--- src/rtl/jedro_1_lsu.sv ---
// -----------------------------------------------------------------------------
// jedro_1_lsu -- load/store unit for the Jedro-1 RV32I core.
//
// Takes one load or store request at a time from the decoder. It checks the
// alignment, issues a single bus transaction, and then either writes the
// extracted load result back to the register file or reports an error.
//
// Ports
//   clk_i, rst_i            clock; synchronous active-high reset
//   lsu_new_ctrl_i          request strobe (ignored while lsu_busy_o=1)
//   lsu_ctrl_i[3:0]         bit3 = store, bits[2:0] = RV32I funct3
//   lsu_regdest_i           load destination register
//   lsu_addr_i              effective byte address
//   lsu_wdata_i             store data, right-aligned
//   lsu_busy_o              high in any non-IDLE state
//   rf_wb_o/rf_addr_o/rf_data_o   one-cycle load writeback
//   misaligned_o            one-cycle misaligned/illegal access pulse
//   bus_err_o               one-cycle bus error or timeout pulse
//   data_req_o, data_we_o, data_be_o, data_addr_o, data_wdata_o  bus request
//   data_gnt_i, data_rvalid_i, data_err_i, data_rdata_i           bus response
// -----------------------------------------------------------------------------
module jedro_1_lsu #(
    parameter int DATA_WIDTH     = 32,
    parameter int REG_ADDR_WIDTH = 5,
    parameter int TIMEOUT_CYCLES = 16
) (
    input  logic                      clk_i,
    input  logic                      rst_i,
    input  logic                      lsu_new_ctrl_i,
    input  logic [3:0]                lsu_ctrl_i,
    input  logic [REG_ADDR_WIDTH-1:0] lsu_regdest_i,
    input  logic [DATA_WIDTH-1:0]     lsu_addr_i,
    input  logic [DATA_WIDTH-1:0]     lsu_wdata_i,
    output logic                      lsu_busy_o,
    output logic                      rf_wb_o,
    output logic [REG_ADDR_WIDTH-1:0] rf_addr_o,
    output logic [DATA_WIDTH-1:0]     rf_data_o,
    output logic                      misaligned_o,
    output logic                      bus_err_o,
    output logic                      data_req_o,
    output logic                      data_we_o,
    output logic [3:0]                data_be_o,
    output logic [DATA_WIDTH-1:0]     data_addr_o,
    output logic [DATA_WIDTH-1:0]     data_wdata_o,
    input  logic                      data_gnt_i,
    input  logic                      data_rvalid_i,
    input  logic                      data_err_i,
    input  logic [DATA_WIDTH-1:0]     data_rdata_i
);

    typedef enum logic [1:0] {
        IDLE = 2'd0,
        REQ  = 2'd1,
        WAIT = 2'd2,
        RESP = 2'd3
    } state_t;

    // The counter must be able to reach TIMEOUT_CYCLES-1 without wrapping.
    localparam int CNT_W    = $clog2(TIMEOUT_CYCLES + 2);
    localparam int TO_LIMIT = (TIMEOUT_CYCLES > 0) ? TIMEOUT_CYCLES - 1 : 0;

    state_t                    state_q, state_d;
    logic [CNT_W-1:0]          cnt_q;
    logic                      is_store_q;
    logic [2:0]                funct3_q;
    logic [1:0]                offset_q;
    logic [REG_ADDR_WIDTH-1:0] regdest_q;
    logic                      misaligned_q, bus_err_q;

    logic accept, misaligned_d, bus_err_d, load_done, timeout;

    // Halfword needs an even address, word needs a word address; reserved
    // funct3 encodings are rejected by the same path.
    function automatic logic is_misaligned(input logic [2:0] f3, input logic [1:0] a);
        case (f3)
            3'b000, 3'b100: is_misaligned = 1'b0;
            3'b001, 3'b101: is_misaligned = a[0];
            3'b010:         is_misaligned = (a != 2'b00);
            default:        is_misaligned = 1'b1;
        endcase
    endfunction

    function automatic logic [3:0] byte_enable(input logic [1:0] size, input logic [1:0] a);
        case (size)
            2'b00:   byte_enable = 4'b0001 << a;
            2'b01:   byte_enable = 4'b0011 << a;
            default: byte_enable = 4'b1111;
        endcase
    endfunction

    function automatic logic [31:0] replicate(input logic [1:0] size, input logic [31:0] d);
        case (size)
            2'b00:   replicate = {4{d[7:0]}};
            2'b01:   replicate = {2{d[15:0]}};
            default: replicate = d;
        endcase
    endfunction

    function automatic logic [31:0] extract(input logic [2:0] f3, input logic [1:0] a,
                                            input logic [31:0] d);
        logic [7:0]  b;
        logic [15:0] h;
        b = d[8*a +: 8];
        h = a[1] ? d[31:16] : d[15:0];
        case (f3)
            3'b000:  extract = {{24{b[7]}}, b};
            3'b100:  extract = {24'b0, b};
            3'b001:  extract = {{16{h[15]}}, h};
            3'b101:  extract = {16'b0, h};
            default: extract = d;
        endcase
    endfunction

    // A zero TIMEOUT_CYCLES disables the check entirely.
    assign timeout = (TIMEOUT_CYCLES != 0) && (cnt_q >= CNT_W'(TO_LIMIT));

    // NOTE: every signal written here gets a default first so no latch is inferred.
    always_comb begin
        state_d      = state_q;
        accept       = 1'b0;
        misaligned_d = 1'b0;
        bus_err_d    = 1'b0;
        load_done    = 1'b0;
        unique case (state_q)
            IDLE: begin
                if (lsu_new_ctrl_i) begin
                    if (is_misaligned(lsu_ctrl_i[2:0], lsu_addr_i[1:0])) begin
                        misaligned_d = 1'b1;
                    end else begin
                        accept  = 1'b1;
                        state_d = REQ;
                    end
                end
            end
            REQ: begin
                // Timeout wins so a late grant can never extend the window.
                if (timeout) begin
                    bus_err_d = 1'b1;
                    state_d   = IDLE;
                end else if (data_gnt_i) begin
                    state_d = WAIT;
                end
            end
            WAIT: begin
                if (timeout) begin
                    bus_err_d = 1'b1;
                    state_d   = IDLE;
                end else if (data_rvalid_i) begin
                    if (data_err_i) begin
                        bus_err_d = 1'b1;
                        state_d   = IDLE;
                    end else if (is_store_q) begin
                        state_d = IDLE;
                    end else begin
                        load_done = 1'b1;
                        state_d   = RESP;
                    end
                end
            end
            RESP:    state_d = IDLE;
            default: state_d = IDLE;
        endcase
    end

    // NOTE: sequential state uses non-blocking assignments only, so every
    // register samples the pre-edge values of its neighbours.
    always_ff @(posedge clk_i) begin
        if (rst_i) begin
            state_q      <= IDLE;
            cnt_q        <= '0;
            is_store_q   <= 1'b0;
            funct3_q     <= 3'b000;
            offset_q     <= 2'b00;
            regdest_q    <= '0;
            data_be_o    <= 4'b0000;
            data_addr_o  <= '0;
            data_wdata_o <= '0;
            rf_data_o    <= '0;
            misaligned_q <= 1'b0;
            bus_err_q    <= 1'b0;
        end else begin
            state_q      <= state_d;
            misaligned_q <= misaligned_d;
            bus_err_q    <= bus_err_d;

            if (accept) begin
                cnt_q        <= '0;
                is_store_q   <= lsu_ctrl_i[3];
                funct3_q     <= lsu_ctrl_i[2:0];
                offset_q     <= lsu_addr_i[1:0];
                regdest_q    <= lsu_regdest_i;
                data_addr_o  <= {lsu_addr_i[DATA_WIDTH-1:2], 2'b00};
                data_be_o    <= byte_enable(lsu_ctrl_i[1:0], lsu_addr_i[1:0]);
                data_wdata_o <= replicate(lsu_ctrl_i[1:0], lsu_wdata_i);
            end else if (state_q == REQ || state_q == WAIT) begin
                cnt_q <= cnt_q + 1'b1;
            end

            if (load_done) begin
                rf_data_o <= extract(funct3_q, offset_q, data_rdata_i);
            end
        end
    end

    assign lsu_busy_o   = (state_q != IDLE);
    assign data_req_o   = (state_q == REQ);
    assign data_we_o    = is_store_q;
    assign rf_wb_o      = (state_q == RESP);
    assign rf_addr_o    = regdest_q;
    assign misaligned_o = misaligned_q;
    assign bus_err_o    = bus_err_q;

endmodule

--- config.mk ---
export PLATFORM = sky130hd
export DESIGN_NAME = jedro_1_lsu
export DESIGN_NICKNAME = d
export VERILOG_FILES = /design/src/rtl/jedro_1_lsu.sv
export SDC_FILE = /design/constraint.sdc
export NUM_CORES = 1
export LEC_CHECK = 0
export CAP_MARGIN = 30
export CORE_AREA = 2 2 150 152
export DETAILED_ROUTE_END_ITERATION = 7
export DIE_AREA = 0 0 152 154
export HOLD_SLACK_MARGIN = 0.05
export PLACE_DENSITY_LB_ADDON = 0.3
export SLEW_MARGIN = 30
export SYNTH_ARGS = -nofsm -noshare
export SYNTH_HDL_FRONTEND = slang
export SYNTH_SLANG_ARGS = --single-unit
--- constraint.sdc ---
create_clock -name clk_i -period 2.7 [get_ports clk_i]
set_clock_uncertainty 0.1 [all_clocks]
set_input_delay 0.54 -clock clk_i [delete_from_list [all_inputs] [get_ports clk_i]]
set_output_delay 0.54 -clock clk_i [all_outputs]
set_load 0.03 [all_outputs]
==> metrics.csv <==
metric;value;unit
status;complete, no violations;
Hold Slack;0.356;ns
initial DRC count;347;
Die W;152;µm
largest net degree at the start of global routing;61;
Worst Max-Slew Pin Slew;0.674;ns
top_reg_cell synth;dfxtp_1;
gpl congestion;0.788;
RSZ-0062 raised after global routing;false;
Synth Instances;678;
Synth area leaders;dfxtp_1 (42%), a21oi_1 (10%), mux2i_1 (6.1%), nand3_1 (6.0%), o21ai_0 (5.8%);
number of global-route vias before repair;5529;
antenna viol nets, final;0;
cts bufs inserted;17;
layout cells sized above 1;7.94;%
DRC viols;0;
Post-synth EDFFs;0;
Synth top area share;42.1;%
Mapped Area;5610;µm²
WP data arrival;2.63;ns
Synth area leader;dfxtp_1;
Final period util;88.5;%
Crit Path Max Fanout;35;
critical path data required time;2.94;ns
total grt overflow;0;
register area;2360;µm²
final hold violations;0;
H-tree levels;4;
Port Buffers;219;
Avg Cell Area, Syn;8.27;µm²
global-route wire length before repair;30700;µm
TritonCTS Sinks;118;
Largest stage delay, worst path;0.42;ns
clock buffer depth;2;
most instantiated cells after synthesis;dfxtp_1 (118), a21oi_1 (112), nand3_1 (67);
CP max-delay cell;or3_1;
total routed wirelength;19800;µm
post-DR wirelength/cell;17.0;µm
fin area;8670;µm²
die area;23400;µm²
DP HPWL;13800;µm
setup bufs post-CTS;0;
critical-path cell list;ha_1 -> and3_1 -> ha_1 -> or2_4 -> or3_1 -> buf_12 -> a221o_1 -> a21oi_1;
Worst Hold Class;reg -> reg;
DRT Pass-1 Iters;5;
f_max;0.418;GHz
area of the core;21700;µm²
Clock transition at path regs;0.06;ns
number of antenna violations at the first check in global routing;0;
crit path launch type;flip-flop;
flops & latches, synth;118;
Ports;222;
most used cell, CP;ha_1;
Cell variety after synth;53;
Peak VDD IR;0.000366;V
n_diodes;0;
Post-Place Cell Area;8080;µm²
Fin Setup TNS;0;ns
CTS root buffer;clkbuf_16;
total of max-cap violations;0;
total track usage;16.4;%
Synth Warn #;0;
via count;5722;
Worst setup EP type;flip-flop;
final worst path period need;2.39;ns
# hold bufs at CTS;0;
max_slew headroom;55.1;%
fin util;40.0;%
initial core utilization;25.9;%
total power per unit cell area;623;nW/µm²
Setup CP Type;reg -> reg;
Multi-input gate area;2880;µm²
Syn-to-layout area delta;54.5;%
Clock Latency Late Sink;0.41;ns
sequential cell area fraction in the yosys report;42.1;%
Async SR Flop Fraction;0;%
count leader, synth;dfxtp_1;
fin. max-slew vios;0;
Via density;4.92;
leakage;3.04;nW
Setup Viol. Count Final;0;
Filler cells;2194;
TritonCTS clock tree;done;
Total Nets Final;987;
height of the chip;154;µm
Power, Total;5.40;mW
reg-to-reg slack, setup;0.31;ns
site row count;54;
CTS resizes;0;
## placed cells by master (no fill, tap or decap), types with 11 or more instances in the layout
cell and instances:
a21oi_1 112, nand3_1 67, nor3_1 12, buf_4 20
a211oi_1 29, nand2_1 34, o21ai_0 65, inv_1 11
nor2_1 29, dfxtp_1 118, clkdlybuf4s50_1 217, mux2i_1 34
clkbuf_16 17
## path summary, 6_finish.rpt
path | from | end | depth (start not counted)
worst max-delay path | cnt_q[0] | rf_data_o[6] | 8
worst min-delay path | rf_data_o[6] | rf_data_o[6] | 2
worst max register to register | cnt_q[0] | rf_data_o[6] | 8
worst min register to register | rf_data_o[6] | rf_data_o[6] | 2
## critical path, delay by kind of cell (launching register included)
family / cells / cell delay (ns)
simple gates: 3 / 0.86
compound gates: 2 / 0.39
fa+ha+maj: 2 / 0.41
buf+inv: 1 / 0.19
flops: 1 / 0.35
## sequential cells by signal, summed over array words and instances (netlist names)
name          flops
data_addr_o      30
funct3_q          3
rf_addr_o         5
bus_err_o         1
data_wdata_o     32
cnt_q             5
rf_data_o        32
data_be_o         4
data_we_o         1
misaligned_o      1
state_q           2
offset_q          2
## logic make-up (layout without fill, tap and decap cells)
kind of cell | Yosys count | after routing | synth area share [%]
buf+inv | 84 | 287 | 7.14
flops | 118 | 118 | 42.1
compound gates | 251 | 251 | 26.3
mux | 35 | 35 | 6.27
simple gates | 179 | 179 | 16.1
fa+ha+maj | 7 | 7 | 1.56
xor+xnor | 3 | 3 | 0.468
other cells | 1 | 2 | 0.0668
## per-layer routing
layer	routed length (µm)	global-route usage, %	part of all wire (%)
met2	9140	26.3	46
met1	8680	20.2	44
met5	0	0	0
met4	307	4.67	1.6
met3	1660	6.62	8.4
## metrics by stage
step,instances,setup slack (ns)
2_1_floorplan,679,0.473
3_3_place_gp,1130,0.229
3_5_place_dp,1130,0.222
4_1_cts,1162,0.0482
5_1_grt,1162,0.236
6_report,1162,0.309
## final cells by class
class | count | share of cell area (%)
Clock buffer | 20 | 5.38
Clock inverter | 12 | 1.33
Inverter | 11 | 0.476
Multi-Input combinational cell | 477 | 33.2
Sequential cell | 118 | 27.3
Tap cell | 280 | 4.04
Timing Repair Buffer | 244 | 28.3
## report_power, final
| group | internal [mW] | leakage [nW] | switching (mW) |
|---|---|---|---|
| clock network | 1.35 | 0.280 | 0.874 |
| logic | 0.531 | 1.80 | 0.730 |
| registers | 1.85 | 0.960 | 0.0646 |
| total | 3.73 | 3.04 | 1.67 |
Note: power is estimated with default switching activity, not from simulation.
